`src/rtl/lcd_bus_arbiter.sv`:
```
// Two-requester arbiter in front of the HD44780 write_cycle engine.
// It serialises byte writes, applies the post-write execution delay and acknowledges each byte.
module lcd_bus_arbiter #(
  parameter int unsigned SHORT_DLY  = 4,
  parameter int unsigned LONG_DLY   = 80,
  parameter int unsigned WR_TIMEOUT = 32,
  parameter int unsigned CW         = 8
) (
  input  logic       clk,
  input  logic       rst,
  input  logic       req0,
  input  logic       rs0,
  input  logic [7:0] data0,
  output logic       ack0,
  input  logic       req1,
  input  logic       rs1,
  input  logic [7:0] data1,
  output logic       ack1,
  input  logic       wr_finish,
  output logic       wr_enable,
  output logic       reg_sel,
  output logic [7:0] db_out,
  output logic       busy,
  output logic       grant,
  output logic       timeout_err
);

  typedef enum logic [1:0] {IDLE, WRITE, HOLD, DONE} state_t;

  localparam logic [CW-1:0] SHORT_C = CW'(SHORT_DLY);
  localparam logic [CW-1:0] LONG_C  = CW'(LONG_DLY);
  localparam logic [CW-1:0] TO_LAST = CW'(WR_TIMEOUT - 1);
  localparam logic [CW-1:0] ONE_C   = CW'(1);

  state_t        state, state_nx;
  logic [CW-1:0] cnt, cnt_nx;
  logic          last, last_nx;
  logic          grant_nx;
  logic          rs_nx;
  logic [7:0]    db_nx;
  logic          terr_nx;
  logic          pick;
  logic          is_long;

  // Clear (0x01) and home (0x02/0x03) commands need the long execution delay.
  assign is_long = !reg_sel && (db_out[7:2] == '0) && (db_out[1:0] != '0);

  always_ff @(posedge clk or posedge rst) begin
    if (rst) begin
      state       <= IDLE;
      cnt         <= '0;
      last        <= 1'b1;
      grant       <= 1'b0;
      reg_sel     <= 1'b0;
      db_out      <= '0;
      timeout_err <= 1'b0;
    end else begin
      state       <= state_nx;
      cnt         <= cnt_nx;
      last        <= last_nx;
      grant       <= grant_nx;
      reg_sel     <= rs_nx;
      db_out      <= db_nx;
      timeout_err <= terr_nx;
    end
  end

  always_comb begin
    state_nx = state;
    cnt_nx   = cnt;
    last_nx  = last;
    grant_nx = grant;
    rs_nx    = reg_sel;
    db_nx    = db_out;
    terr_nx  = timeout_err;
    pick     = 1'b0;
    case (state)
      IDLE: begin
        if (req0 || req1) begin
          pick     = (req0 && req1) ? ~last : req1;
          state_nx = WRITE;
          cnt_nx   = '0;
          last_nx  = pick;
          grant_nx = pick;
          rs_nx    = pick ? rs1 : rs0;
          db_nx    = pick ? data1 : data0;
        end
      end
      WRITE: begin
        if (wr_finish) begin
          state_nx = HOLD;
          cnt_nx   = is_long ? LONG_C : SHORT_C;
        end else if (cnt == TO_LAST) begin
          state_nx = DONE;
          terr_nx  = 1'b1;
        end else begin
          cnt_nx = cnt + ONE_C;
        end
      end
      HOLD: begin
        cnt_nx = cnt - ONE_C;
        if (cnt == ONE_C) state_nx = DONE;
      end
      DONE:    state_nx = IDLE;
      default: state_nx = IDLE;
    endcase
  end

  always_comb begin
    wr_enable = (state == WRITE);
    busy      = (state != IDLE);
    ack0      = (state == DONE) && !grant;
    ack1      = (state == DONE) && grant;
  end

endmodule

```
`config.mk`:
```
export PLATFORM = sky130hd
export DESIGN_NAME = lcd_bus_arbiter
export DESIGN_NICKNAME = d
export VERILOG_FILES = /design/src/rtl/lcd_bus_arbiter.sv
export SDC_FILE = /design/constraint.sdc
export NUM_CORES = 1
export LEC_CHECK = 0
export BUFFER_PORTS_ARGS = -buffer_cell sky130_fd_sc_hd__buf_2
export CAP_MARGIN = 20
export CORE_ASPECT_RATIO = 0.5
export CORE_UTILIZATION = 56
export CTS_CLUSTER_DIAMETER = 30
export DETAILED_ROUTE_END_ITERATION = 16
export GPL_TIMING_DRIVEN = 0
export PLACE_DENSITY = 0.9
export SETUP_SLACK_MARGIN = 0.15
export SYNTH_ARGS = -nofsm -noshare
export SYNTH_HDL_FRONTEND = slang
export SYNTH_SLANG_ARGS = --single-unit
```
`constraint.sdc`:
```
create_clock -name clk -period 3.8 [get_ports clk]
set_input_delay 0.76 -clock clk [delete_from_list [all_inputs] [get_ports clk]]
set_output_delay 0.76 -clock clk [all_outputs]
set_load 0.005 [all_outputs]
```
=== After elaboration in Yosys (flattened, before gate mapping) ===
Cells that the tools add are included.

* Add/subtract/negate cells: 2
* Equal/unequal tests: 9
* Mux-type cells: 13
* Bitwise gates (word level): 2
* Reduce and logical (&&, ||, !) cells: 17

{| class="wikitable"
|+ Operator list
! kind !! count
|-
| two-way mux 8 bit || 4
|-
| case mux 8 bit (3 select lines) || 1
|-
| AND reduction 3 bit || 3
|-
| adder 8 x 1 -> 8 bit, second input constant || 1
|-
| equality test 8 x 1 -> 1 bit, second input constant || 1
|-
| equality test 8 x 5 -> 1 bit, second input constant || 1
|-
| two-way mux 2 bit || 4
|-
| case mux 2 bit (4 select lines) || 1
|-
| subtractor 8 x 1 -> 8 bit, second input constant || 1
|-
| two-way mux 7 bit || 1
|-
| logical NOT 6 bit || 1
|-
| logical AND 1 bit || 5
|-
| equality test 2 bit, second input constant || 2
|-
| != test 2 bit, second input constant || 2
|-
| nonzero test 2 bit || 2
|-
| != test 3 x 2 -> 1 bit, second input constant || 1
|-
| != test 3 bit, second input constant || 1
|-
| nonzero test 3 bit || 1
|-
| equality test 2 x 1 -> 1 bit, second input constant || 1
|-
| logical NOT 1 bit || 2
|-
| logical NOT 2 bit || 1
|-
| two-way mux 1 bit || 2
|-
| NOT 1 bit || 2
|-
| AND reduction 2 bit || 1
|-
| logical OR 1 bit || 1
|}

* Bits in registers: 22
* Input port bits: 23
* Output and inout port bits: 15
* Logic and storage cells: 50

=== Longest topological paths before layout ===
Gate-level depths: netlist of run 1.

* Word-level depth: 6
* Depth in mapped cells: 8
* Depth with buffers taken out: 7

=== Least setup slack after synthesis of run 1 ===
No wires, ideal clock.

* Path type: in2reg
* Start: input wr_finish
* End: register state[1]
* Library setup time: 0.128 ns
* Data arrival time: 1.567 ns
* Data required time: 3.672 ns
* Setup slack: 2.105 ns
* Cell stages on the path: 4
* Buffers on the path: 0
* Path through: and2b_1 -> a21oi_1 -> and2_1 -> mux2_1

* Longest elaborated chain between the ends: 2
* Elaborated cells between the ends (all ways): 4
* Those cells by class: eq/ne: 1; mux: 2; reduce/logical: 1

{| class="wikitable"
|+ RTL lines
! element !! RTL line !! text
|-
| from (decl) || 19 || <nowiki>input logic wr_finish,</nowiki>
|-
| two-way mux 2 bit / != test 3 x 2 -> 1 bit (equally long branches) || n/a ||
|-
| case mux 2 bit (4 select lines) / AND reduction 3 bit (equally long branches) || n/a ||
|-
| to (signal assigned) || 58 || <nowiki>state <= state_nx;</nowiki>
|-
| to (decl) || 35 || <nowiki>state_t state, state_nx;</nowiki>
|}

Several ways; a longest one is shown, not always the timed one.
A chain may end at the register's enable or synchronous reset.

=== Worst setup path in the final report of run 1 ===
* Start: register state[0]
* End: output busy

* Longest elaborated chain between the ends: 1

{| class="wikitable"
|+ RTL lines
! element !! RTL line !! text
|-
| nonzero test 2 bit || 111 || <nowiki>busy = (state != IDLE);</nowiki>
|-
| to (decl) || 23 || <nowiki>output logic busy,</nowiki>
|}

Every way passes these cells.

==> qor.log, run 1 <==
qor: placement.detailedPlace.worstSlack 1.726 ns
qor: detailed_routing.drc 0
qor: worst_setup_path.startpoint state[0]
qor: detailed_routing.antenna_left 0
qor: worst_setup_path.cp_cell_sequence inv_1 -> ha_1 -> inv_1 -> buf_2
qor: worst_setup_path.worst_setup_path_endpoint busy
qor: finish.finalNetCount 239
qor: finish.mostFrequentLayoutCells 39 x buf_2, 22 x nand2_1, 21 x dfrtp_1, 14 x o21ai_0, 9 x mux2i_1
qor: placement.placement.io_buffers 37
qor: finish.num_antenna_cells 0
qor: finish.layout-area-overhead-vs-synth 20.18%
qor: grt.globalRouteTotalUtil 28.19%
qor: timing.drv_slew 0
qor: detailed_routing.detailroute.via_count 1435
qor: worst_setup_path.critical_path_required 3.04 ns
qor: placement.placement.cell_area 1717 sq um
qor: detailed_routing.detail_route.vias_per_cell 5.930
qor: timing.setup_total_negative_slack 0 ns
qor: clock_network.cts-hold-fix-buffers 0
qor: grt.grt_start_max_net_pins 23
qor: logic_synthesis.syn_nets 197
qor: detailed_routing.initialDrtViolationCount 194
qor: worst_setup_path.critical_path_peak_fanout 7
qor: floorplan.die_height 38.45 um
qor: clock_network.clk_transition_reported_paths 0.09 ns
qor: pwr.power.static_leakage 0.8634 nW
qor: logic_synthesis.synth_async_sr_flop_share 100.0%
qor: floorplan.floorplan.initialDensity 63.11%
qor: finish.layout.filler_cells 171
qor: logic_synthesis.synth-seq-cells 22
qor: logic_synthesis.cell_area_after_synthesis 1488 sq um
qor: worst_setup_path.worst_r2r_path_depth 7
qor: worst_setup_path.crit_slowest_cell dfrtp_1
qor: timing.max_freq 483.3 MHz
qor: worst_setup_path.regToRegEndpoint cnt[5]
qor: logic_synthesis.postSynthCellCount 166
qor: logic_synthesis.syn_avg_cell_area 8.962 sq um
qor: worst_setup_path.worst_r2r_start state[0]
qor: worst_setup_path.timing.critical_path.mode_cell inv_1
qor: clock_network.clock_latency_late_sink 0.27 ns
qor: logic_synthesis.synth_seq_area_share 37.09%
qor: floorplan.core.rowCount 12
qor: worst_setup_path.worst_ep_arrival_time 1.31 ns
qor: floorplan.coreArea 2357 sq um
qor: logic_synthesis.synth-main-ff-cell dfrtp_1
qor: finish.multiInputGateArea 869.6 sq um
qor: finish.seq_area 551.8 sq um
qor: floorplan.die_width 74.89 um
qor: finish.layout_commonest_cell buf_2
qor: placement.detailed_place_hpwl 2590 um
qor: clock_network.post_cts_buffers 0
qor: grt.grt_overflow_total 0
qor: grt.initial_antenna_violation_count 0
qor: clock_network.cts.sink_count 22
qor: logic_synthesis.synth.lib_cells_used.distinct 49
qor: floorplan.design.die.area 2879 sq um
qor: floorplan.boundaryPins 38
qor: worst_setup_path.crit_type reg -> out
qor: pwr.max_ir_drop_vdd 0.4409 mV
qor: worst_setup_path.critical_path.max_stage_delay 0.46 ns
qor: timing.worst-slew-pin-transition 0.8436 ns
qor: detailed_routing.detail_route.wl_per_cell 15.09 um
qor: clock_network.htree_num_levels 1
qor: placement.gpl.final_weighted_congestion 0.9828
qor: clock_network.cts_buffer_depth 2
qor: timing.final-hold-violation-count 0
qor: clock_network.cts_tree yes
qor: run.drv_cap 0
qor: timing.relSlewSlack 43.70%
qor: detailed_routing.drtPass1Iterations 5
qor: timing.finalWorstSetupSlack 1.731 ns
qor: clock_network.cts.root.buffer_cell clkbuf_8
qor: timing.final.period_utilization 54.45%
qor: timing.finalClockSkew 0.007874 ns
qor: worst_hold_path.timing.hold.worst_path_depth 1
qor: worst_setup_path.timing.critical_path.from_type flip-flop
qor: grt.via_count_of_the_first_global_routing_pass 1265
qor: pwr.p_per_area 746.5 nW/um^2
qor: timing.rsz0062_at_grt false
qor: timing.fin_crit 2.069 ns
qor: grt.grt_pass1_wl 5789 um
qor: finish.ratio_of_cells_with_drive_above_1_in_the_final_layout 26.57%
qor: clock_network.ctsResizeCount 0
qor: detailed_routing.postRouteWirelength 3652 um
qor: worst_setup_path.ff2ff_setup_slack 1.76 ns
qor: logic_synthesis.synth_enable_flop_cells 0
qor: worst_setup_path.worst_setup_path_end_kind primary output
qor: timing.timing.final.setup_violations 0
qor: finish.stdcell_area 1788 sq um
qor: run_status.run_status complete, no violations
qor: logic_synthesis.yosysWarningCount 0
qor: clock_network.cts_bufs_inserted 3
qor: worst_hold_path.worst_hold_path_type reg -> reg
report_power, final:
| group | leakage, nW | total (mW) | internal (mW) | switching, mW |
|---|---|---|---|---|
| Clock | 0.0357 | 0.223 | 0.141 | 0.0818 |
| Sequential | 0.280 | 0.423 | 0.329 | 0.0933 |
| Combinational | 0.548 | 0.689 | 0.287 | 0.402 |
per-stage QoR:
| step | utilization, % | power, mW | instances | hold WS [ns] |
|---|---|---|---|---|
| floorplan | - | 0.8796 | 166 | 0.4678 |
| global placement | 72.82 | 1.065 | 238 | 0.4555 |
| detailed placement | 72.82 | 1.093 | 238 | 0.4568 |
| CTS | 75.85 | 1.320 | 242 | 0.4824 |
| global route | 75.85 | 1.426 | 242 | 0.5071 |
| finish | 75.85 | 1.335 | 242 | 0.4773 |
Yosys cell counts, drive strengths merged, types with 2 or more instances:
library cell	count	area share, %
mux2i	9	6.1
and2	2	0.84
xor2	2	1.2
nand4	4	2.1
clkbuf	3	0.76
dfrtp	21	35
nor4b	3	2.2
o31ai	2	1.0
nor2	8	2.0
buf	4	1.9
o21a	2	1.0
nor3	2	1.0
o21ai	22	7.4
ha	8	6.7
nand3	5	1.7
inv	7	1.8
a31oi	5	2.1
o22a	2	1.2
nand2	24	6.4
mux2	3	2.5
a21oi	8	2.9
nand2b	3	1.3
critical path: cells and delay by family, from the launching register on:
kind / cells / cell delay [ns]
buffers and inverters: 3 / 0.29
flip-flops: 1 / 0.46
adder cells (fa/ha/maj): 1 / 0.29
layout make-up:
class                      instances  share of cell area, %
timing repair buffer              37                  10.36
buffer                             7                  2.239
inverter                           7                  1.470
clock inverter                     1                  1.680
sequential                        22                  30.86
multi-input combinational        130                  48.64
clock buffer                       3                  2.309
tap                               35                  2.449
worst min-delay path by stage:
stage	startpoint	end	slack (ns)
2_1_floorplan	timeout_err	timeout_err	0.47
3_3_place_gp	timeout_err	timeout_err	0.46
3_5_place_dp	timeout_err	timeout_err	0.46
4_1_cts	timeout_err	timeout_err	0.48
5_1_grt	timeout_err	timeout_err	0.51
6_report	timeout_err	timeout_err	0.48
layer usage:
layer	share of wire (%)	GRT usage (%)
met1	43	37.09
met2	47	48.42
met3	9.0	5.526
met4	1.5	7.075
met5	0	0
logic make-up after synthesis:
kind of cell	synth area share, %
AND/OR/NAND/NOR	20.69
AO/OA/AOI/OAI	20.69
buffers and inverters	4.458
flip-flops	37.09
multiplexers	8.578
adder cells (fa/ha/maj)	6.729
XOR/XNOR	1.767
sequential cells by signal, summed over array words and instances, names as in the netlist:
| signal | flops |
|---|---|
| cnt | 8 |
| db_out | 8 |
| state | 2 |
| grant | 1 |
| last | 1 |
| reg_sel | 1 |
| timeout_err | 1 |
No activity file was read; power rests on OpenSTA's default activity.
==> run 2: changes to the inputs <==
--- a/config.mk
+++ b/config.mk
@@ -8,11 +8,11 @@
 export BUFFER_PORTS_ARGS = -buffer_cell sky130_fd_sc_hd__buf_2
 export CAP_MARGIN = 20
 export CORE_ASPECT_RATIO = 0.5
-export CORE_UTILIZATION = 56
+export CORE_UTILIZATION = 52
 export CTS_CLUSTER_DIAMETER = 30
 export DETAILED_ROUTE_END_ITERATION = 16
 export GPL_TIMING_DRIVEN = 0
-export PLACE_DENSITY = 0.9
+export PLACE_DENSITY = 0.85
 export SETUP_SLACK_MARGIN = 0.15
 export SYNTH_ARGS = -nofsm -noshare
 export SYNTH_HDL_FRONTEND = slang
==> constraint.sdc (replaced) <==
create_clock -name clk -period 2.1 [get_ports clk]
set_input_delay 0.42 -clock clk [delete_from_list [all_inputs] [get_ports clk]]
set_output_delay 0.42 -clock clk [all_outputs]
set_load 0.005 [all_outputs]
==> qor.log, run 2 (synthesis gave the netlist of run 1 again) <==
qor: grt.globalRouteTotalUtil 25.94% [was 28.19%]
qor: floorplan.core.rowCount 13 [was 12]
qor: timing.worst-slew-pin-transition 0.8673 ns [was 0.8436 ns]
qor: pwr.p_per_area 1355 nW/um^2 [was 746.5 nW/um^2]
qor: timing.rsz0062_at_grt false [unchanged]
qor: worst_setup_path.ff2ff_setup_slack 0.23 ns [was 1.76 ns]
qor: worst_setup_path.crit_type reg -> reg [was reg -> out]
qor: detailed_routing.initialDrtViolationCount 107 [was 194]
qor: run.drv_cap 0 [unchanged]
qor: worst_setup_path.worst_ep_arrival_time 2.02 ns [was 1.31 ns]
qor: clock_network.clk_transition_reported_paths 0.09 ns [about the same]
qor: detailed_routing.postRouteWirelength 3716 um [was 3652 um]
qor: placement.detailed_place_hpwl 2630 um [was 2590 um]
qor: pwr.max_ir_drop_vdd 0.7399 mV [was 0.4409 mV]
qor: finish.ratio_of_cells_with_drive_above_1_in_the_final_layout 29.95% [was 26.57%]
qor: finish.mostFrequentLayoutCells 39 x buf_2, 22 x nand2_1, 19 x dfrtp_1, 14 x o21ai_0, 9 x mux2i_1 [was 39 x buf_2, 22 x nand2_1, 21 x dfrtp_1, 14 x o21ai_0, 9 x mux2i_1]
qor: clock_network.htree_num_levels 1 [unchanged]
qor: clock_network.cts.root.buffer_cell clkbuf_8 [unchanged]
qor: worst_hold_path.worst_hold_path_type in -> async [was reg -> reg]
qor: placement.gpl.final_weighted_congestion 0.9170 [was 0.9828]
qor: finish.post_layout_nonfiller_instances 244 [was 242]
qor: floorplan.coreArea 2651 sq um [was 2357 sq um]
qor: detailed_routing.drc 0 [unchanged]
qor: clock_network.cts_buffer_depth 2 [unchanged]
qor: clock_network.cts.sink_count 22 [unchanged]
qor: finish.layout-area-overhead-vs-synth 22.29% [was 20.18%]
qor: timing.final.period_utilization 89.02%
qor: timing.timing.final.setup_violations 0 [unchanged]
qor: clock_network.cts-hold-fix-buffers 0 [unchanged]
qor: floorplan.design.die.area 3092 sq um [was 2879 sq um]
qor: placement.placement.io_buffers 37 [unchanged]
qor: clock_network.cts_tree yes [unchanged]
qor: floorplan.die_width 77.64 um [was 74.89 um]
qor: placement.numPlacedInstances 240 [was 238]
qor: detailed_routing.detail_route.vias_per_cell 5.705 [was 5.930]
qor: grt.initial_antenna_violation_count 0 [unchanged]
qor: run_status.run_status complete, no violations [unchanged]
qor: worst_setup_path.worst_r2r_path_depth 6 [was 7]
qor: worst_setup_path.startpoint cnt[0] [was state[0]]
qor: worst_setup_path.critical_path_required 2.25 ns [was 3.04 ns]
qor: clock_network.cts_bufs_inserted 3 [unchanged]
qor: finish.finalNetCount 239 [unchanged]
qor: detailed_routing.antenna_left 0 [unchanged]
qor: worst_setup_path.critical_path_peak_fanout 8 [was 7]
qor: timing.final-hold-violation-count 0 [unchanged]
qor: timing.max_freq 535.0 MHz
qor: worst_setup_path.regToRegEndpoint state[1] [was cnt[5]]
qor: timing.finalClockSkew 0.006744 ns [was 0.007874 ns]
qor: clock_network.clock_latency_late_sink 0.28 ns [was 0.27 ns]
qor: detailed_routing.detail_route.wl_per_cell 15.23 um [was 15.09 um]
qor: worst_setup_path.worst_setup_path_end_kind flip-flop [was primary output]
qor: grt.grt_pass1_wl 5775 um [was 5789 um]
qor: finish.stdcell_area 1819 sq um [was 1788 sq um]
qor: worst_setup_path.timing.critical_path.from_type flip-flop [unchanged]
qor: finish.layout_top_registers cnt (8), db_out (8), state (2) [unchanged]
qor: finish.layout.filler_cells 196 [was 171]
qor: floorplan.floorplan.initialDensity 56.11% [was 63.11%]
qor: floorplan.boundaryPins 38 [unchanged]
qor: finish.num_antenna_cells 0 [unchanged]
qor: detailed_routing.detailroute.via_count 1392 [was 1435]
qor: grt.via_count_of_the_first_global_routing_pass 1186 [was 1265]
qor: finish.layout_commonest_cell buf_2 [unchanged]
qor: pwr.report.power.total 2.466 mW [was 1.335 mW]
qor: pwr.power.static_leakage 0.8679 nW [was 0.8634 nW]
qor: grt.grt_start_max_net_pins 23 [unchanged]
qor: timing.relSlewSlack 42.12% [was 43.70%]
qor: placement.placement.cell_area 1719 sq um [was 1717 sq um]
qor: timing.fin_crit 1.869 ns
qor: floorplan.die_height 39.82 um [was 38.45 um]
qor: timing.setup_total_negative_slack 0 ns [unchanged]
qor: detailed_routing.drtPass1Iterations 4 [was 5]
qor: timing.drv_slew 0 [unchanged]
qor: worst_setup_path.worst_r2r_start cnt[0] [was state[0]]
qor: grt.grt_overflow_total 0 [unchanged]
-- run 2: cell counts in the layout (fill, tap and decap cells not counted) --
No cell type changed its count.
-- run 2: timing repair --
action,in CTS,in global routing
setup endpoints to repair,8,17
buffers inserted,0,0
resized for setup,1,8
-- run 2: worst max-delay path, stage by stage (launching register included) --
cell and delay (ns):
dfrtp_2 0.46, ha_1 0.24, and4_1 0.28, nand2_2 0.10, a21oi_1 0.14, and2_1 0.17, mux2_1 0.35
-- run 2: worst max-delay path by stage --
stage | slack (ns) | end | cells after the start
detailed placement | 0.06 | cnt[5] | 7
finish | 0.23 | state[1] | 6
global route | 0.16 | state[1] | 6
CTS | 0.18 | cnt[7] | 7
global placement | 0.11 | cnt[5] | 7
floorplan | 0.41 | state[1] | 6
-- run 2: power by group --
part	total [mW]	internal, mW	switching [mW]
logic	1.27	0.547	0.726
registers	0.777	0.599	0.178
clock network	0.416	0.255	0.161
total	2.47	1.40	1.06
-- run 2: routing by layer --
metal / track usage [%] / vias up / wire, um
met5: 0 / - / 0
li1: - / 686 / -
met1: 33.01 / 652 / 1704
met3: 6.977 / 4 / 245
met4: 4.717 / 0 / 24
met2: 45.58 / 50 / 1742
-- run 2: layout make-up --
class / instances / area [sq um] / share of cell area (%)
Buffer: 7 / 40.04 / 2.201
Clock buffer: 3 / 41.29 / 2.270
Clock inverter: 1 / 30.03 / 1.651
Sequential cell: 22 / 554.3 / 30.47
Multi-Input combinational cell: 130 / 895.9 / 49.24
Timing Repair Buffer: 37 / 185.2 / 10.18
Inverter: 7 / 26.28 / 1.444
Tap cell: 37 / 46.29 / 2.545
-- run 2: per-stage QoR --
step	util, %	setup slack, ns	hold WS, ns
finish	68.62	0.2307	0.3062
global route	68.62	0.1615	0.3781
CTS	67.72	0.1758	0.3385
detailed placement	64.84	0.06305	0.4564
global placement	64.84	0.1113	0.4541
floorplan	-	0.4106	0.4085
==> run 3: changes to the inputs <==
--- a/config.mk
+++ b/config.mk
@@ -13,6 +13,7 @@
 export DETAILED_ROUTE_END_ITERATION = 16
 export GPL_TIMING_DRIVEN = 0
 export PLACE_DENSITY = 0.85
+export RECOVER_POWER = 100
 export SETUP_SLACK_MARGIN = 0.15
 export SYNTH_ARGS = -nofsm -noshare
 export SYNTH_HDL_FRONTEND = slang
==> qor.log, run 3 (synthesis gave the netlist of run 1 again) <==
qor: run_status.run_status complete, no violations [unchanged]
qor: timing.fin_crit 1.899 ns [was 1.869 ns]
qor: worst_hold_path.worst_hold_path_type in -> async [unchanged]
qor: run.drv_cap 0 [unchanged]
qor: clock_network.cts_tree yes [unchanged]
qor: finish.mostFrequentLayoutCells 31 x buf_2, 22 x nand2_1, 20 x dfrtp_1, 17 x o21ai_0, 11 x clkbuf_1 [was 39 x buf_2, 22 x nand2_1, 19 x dfrtp_1, 14 x o21ai_0, 9 x mux2i_1]
qor: finish.finalNetCount 239 [unchanged]
qor: detailed_routing.antenna_left 0 [unchanged]
qor: placement.placement.io_buffers 37 [unchanged]
qor: timing.setup_total_negative_slack 0 ns [unchanged]
qor: finish.layout.filler_cells 204 [was 196]
qor: pwr.power.static_leakage 0.8420 nW [was 0.8679 nW]
qor: floorplan.floorplan.initialDensity 56.11% [unchanged]
qor: floorplan.boundaryPins 38 [unchanged]
qor: clock_network.cts_buffer_depth 2 [unchanged]
qor: finish.num_antenna_cells 0 [unchanged]
qor: worst_setup_path.crit_type reg -> reg [unchanged]
qor: clock_network.post_cts_buffers 0 [unchanged]
qor: worst_setup_path.worst_setup_path_end_kind flip-flop [unchanged]
qor: worst_setup_path.worst_ep_arrival_time 2.05 ns [was 2.02 ns]
qor: timing.final.period_utilization 90.42% [was 89.02%]
qor: clock_network.cts_bufs_inserted 3 [unchanged]
qor: grt.grt.busiest_layer met2 [unchanged]
qor: grt.grt_pass1_wl 5775 um [unchanged]
qor: finish.ratio_of_cells_with_drive_above_1_in_the_final_layout 25.12% [was 29.95%]
qor: timing.rsz0062_at_grt false [unchanged]
qor: floorplan.die_width 77.64 um [unchanged]
qor: finish.layout_commonest_cell buf_2 [unchanged]
qor: worst_setup_path.timing.critical_path.from_type flip-flop [unchanged]
qor: clock_network.cts.root.buffer_cell clkbuf_8 [unchanged]
qor: floorplan.die_height 39.82 um [unchanged]
qor: timing.final-hold-violation-count 0 [unchanged]
qor: timing.max_freq 526.7 MHz [was 535.0 MHz]
qor: detailed_routing.detail_route.wl_per_cell 15.18 um [was 15.23 um]
qor: grt.groute.layer.met1.usage 33.01% [unchanged]
qor: clock_network.clock_latency_late_sink 0.27 ns [was 0.28 ns]
qor: detailed_routing.postRouteWirelength 3705 um [was 3716 um]
qor: grt.grt_use_met2 45.58% [unchanged]
qor: grt.grt_util_met3 6.977% [unchanged]
qor: detailed_routing.detailroute.via_count 1377 [was 1392]
qor: clock_network.htree_num_levels 1 [unchanged]
qor: placement.placement.cell_area 1719 sq um [unchanged]
qor: detailed_routing.detail_route.vias_per_cell 5.643 [was 5.705]
qor: finish.stdcell_area 1805 sq um [was 1819 sq um]
qor: worst_setup_path.ff2ff_setup_slack 0.20 ns [was 0.23 ns]
qor: timing.relSlewSlack 42.61% [was 42.12%]
qor: worst_setup_path.startpoint state[1] [was cnt[0]]
qor: finish.layout_top_registers cnt (8), db_out (8), state (2) [unchanged]
qor: grt.via_count_of_the_first_global_routing_pass 1186 [unchanged]
qor: detailed_routing.drc 0 [unchanged]
qor: clock_network.cts-hold-fix-buffers 0 [unchanged]
qor: grt.globalRouteTotalUtil 25.94% [unchanged]
qor: grt.grt_start_max_net_pins 23 [unchanged]
qor: pwr.p_per_area 1347 nW/um^2 [was 1355 nW/um^2]
qor: placement.gpl.final_weighted_congestion 0.9170 [unchanged]
qor: floorplan.coreArea 2651 sq um [unchanged]
qor: timing.worst-slew-pin-transition 0.8600 ns [was 0.8673 ns]
qor: worst_setup_path.critical_path_required 2.25 ns [about the same]
qor: worst_setup_path.worst_r2r_start state[1] [was cnt[0]]
qor: pwr.max_ir_drop_vdd 0.7280 mV [was 0.7399 mV]
qor: finish.layout-area-overhead-vs-synth 21.36% [was 22.29%]
qor: detailed_routing.drtPass1Iterations 4 [unchanged]
qor: clock_network.cts.sink_count 22 [unchanged]
qor: grt.initial_antenna_violation_count 0 [unchanged]
qor: timing.drv_slew 0 [unchanged]
qor: clock_network.clk_transition_reported_paths 0.09 ns [about the same]
qor: detailed_routing.initialDrtViolationCount 166 [was 107]
qor: grt.grt_overflow_total 0 [unchanged]
qor: timing.finalClockSkew 0.007272 ns [was 0.006744 ns]
qor: floorplan.core.rowCount 13 [unchanged]
qor: placement.detailed_place_hpwl 2630 um [unchanged]
qor: timing.timing.final.setup_violations 0 [unchanged]
qor: worst_setup_path.worst_r2r_path_depth 6 [unchanged]
qor: worst_setup_path.critical_path_peak_fanout 7 [was 8]
qor: floorplan.design.die.area 3092 sq um [unchanged]
run 3: cell count changes in the layout (fill, tap and decap cells not counted), sizes merged:
cell	change
buf	-8
clkbuf	+8
run 3: metal layers:
| metal | routed length [um] | vias up |
|---|---|---|
| met4 | 26 | 0 |
| met5 | 0 | - |
| li1 | - | 686 |
| met1 | 1731 | 643 |
| met3 | 197 | 5 |
| met2 | 1749 | 43 |
run 3: cell type report:
class	instances	area, sq um	area share, %
clock inverters	1	30.03	1.663
plain buffers	7	40.04	2.218
well taps	37	46.29	2.564
inverters	7	26.28	1.455
repair buffers	37	175.2	9.702
multi-input cells	130	893.4	49.48
clock buffers	3	41.29	2.287
flip-flops and latches	22	553.0	30.63
run 3: power by group:
part	internal, mW	switching (mW)
clock network	0.255	0.155
registers	0.597	0.179
logic	0.518	0.728
total	1.37	1.06
run 3: critical path, stage by stage (launching register included):
cell	delay, ns
dfrtp_1	0.46
inv_1	0.10
ha_1	0.26
and2b_2	0.29
a21oi_1	0.13
and2_0	0.18
mux2_1	0.36
run 3: timing repair:
action                                  CTS  global route
cloned                                    0             0
endpoints found under the setup margin    8            17
resized for setup                         1             8
run 3: path summary, 6_finish.rpt:
kind                          endpoint
max                           state[1]
min                             cnt[2]
max reg2reg                   state[1]
min reg2reg                timeout_err
max in group asynchronous       cnt[0]
min in group clk                  last
run 3: per-stage QoR:
stage / instances / total power, mW / setup WS [ns] / utilization, % / hold slack (ns)
after global placement: 240 / 1.932 / 0.1113 / 64.84 / 0.4541
after detailed placement: 240 / 1.987 / 0.06305 / 64.84 / 0.4564
after CTS: 244 / 2.413 / 0.1758 / 67.72 / 0.3385
after floorplan: 166 / 1.592 / 0.4106 / - / 0.4085
final: 244 / 2.432 / 0.2013 / 68.10 / 0.3069
after global routing: 244 / 2.625 / 0.09947 / 68.10 / 0.3782
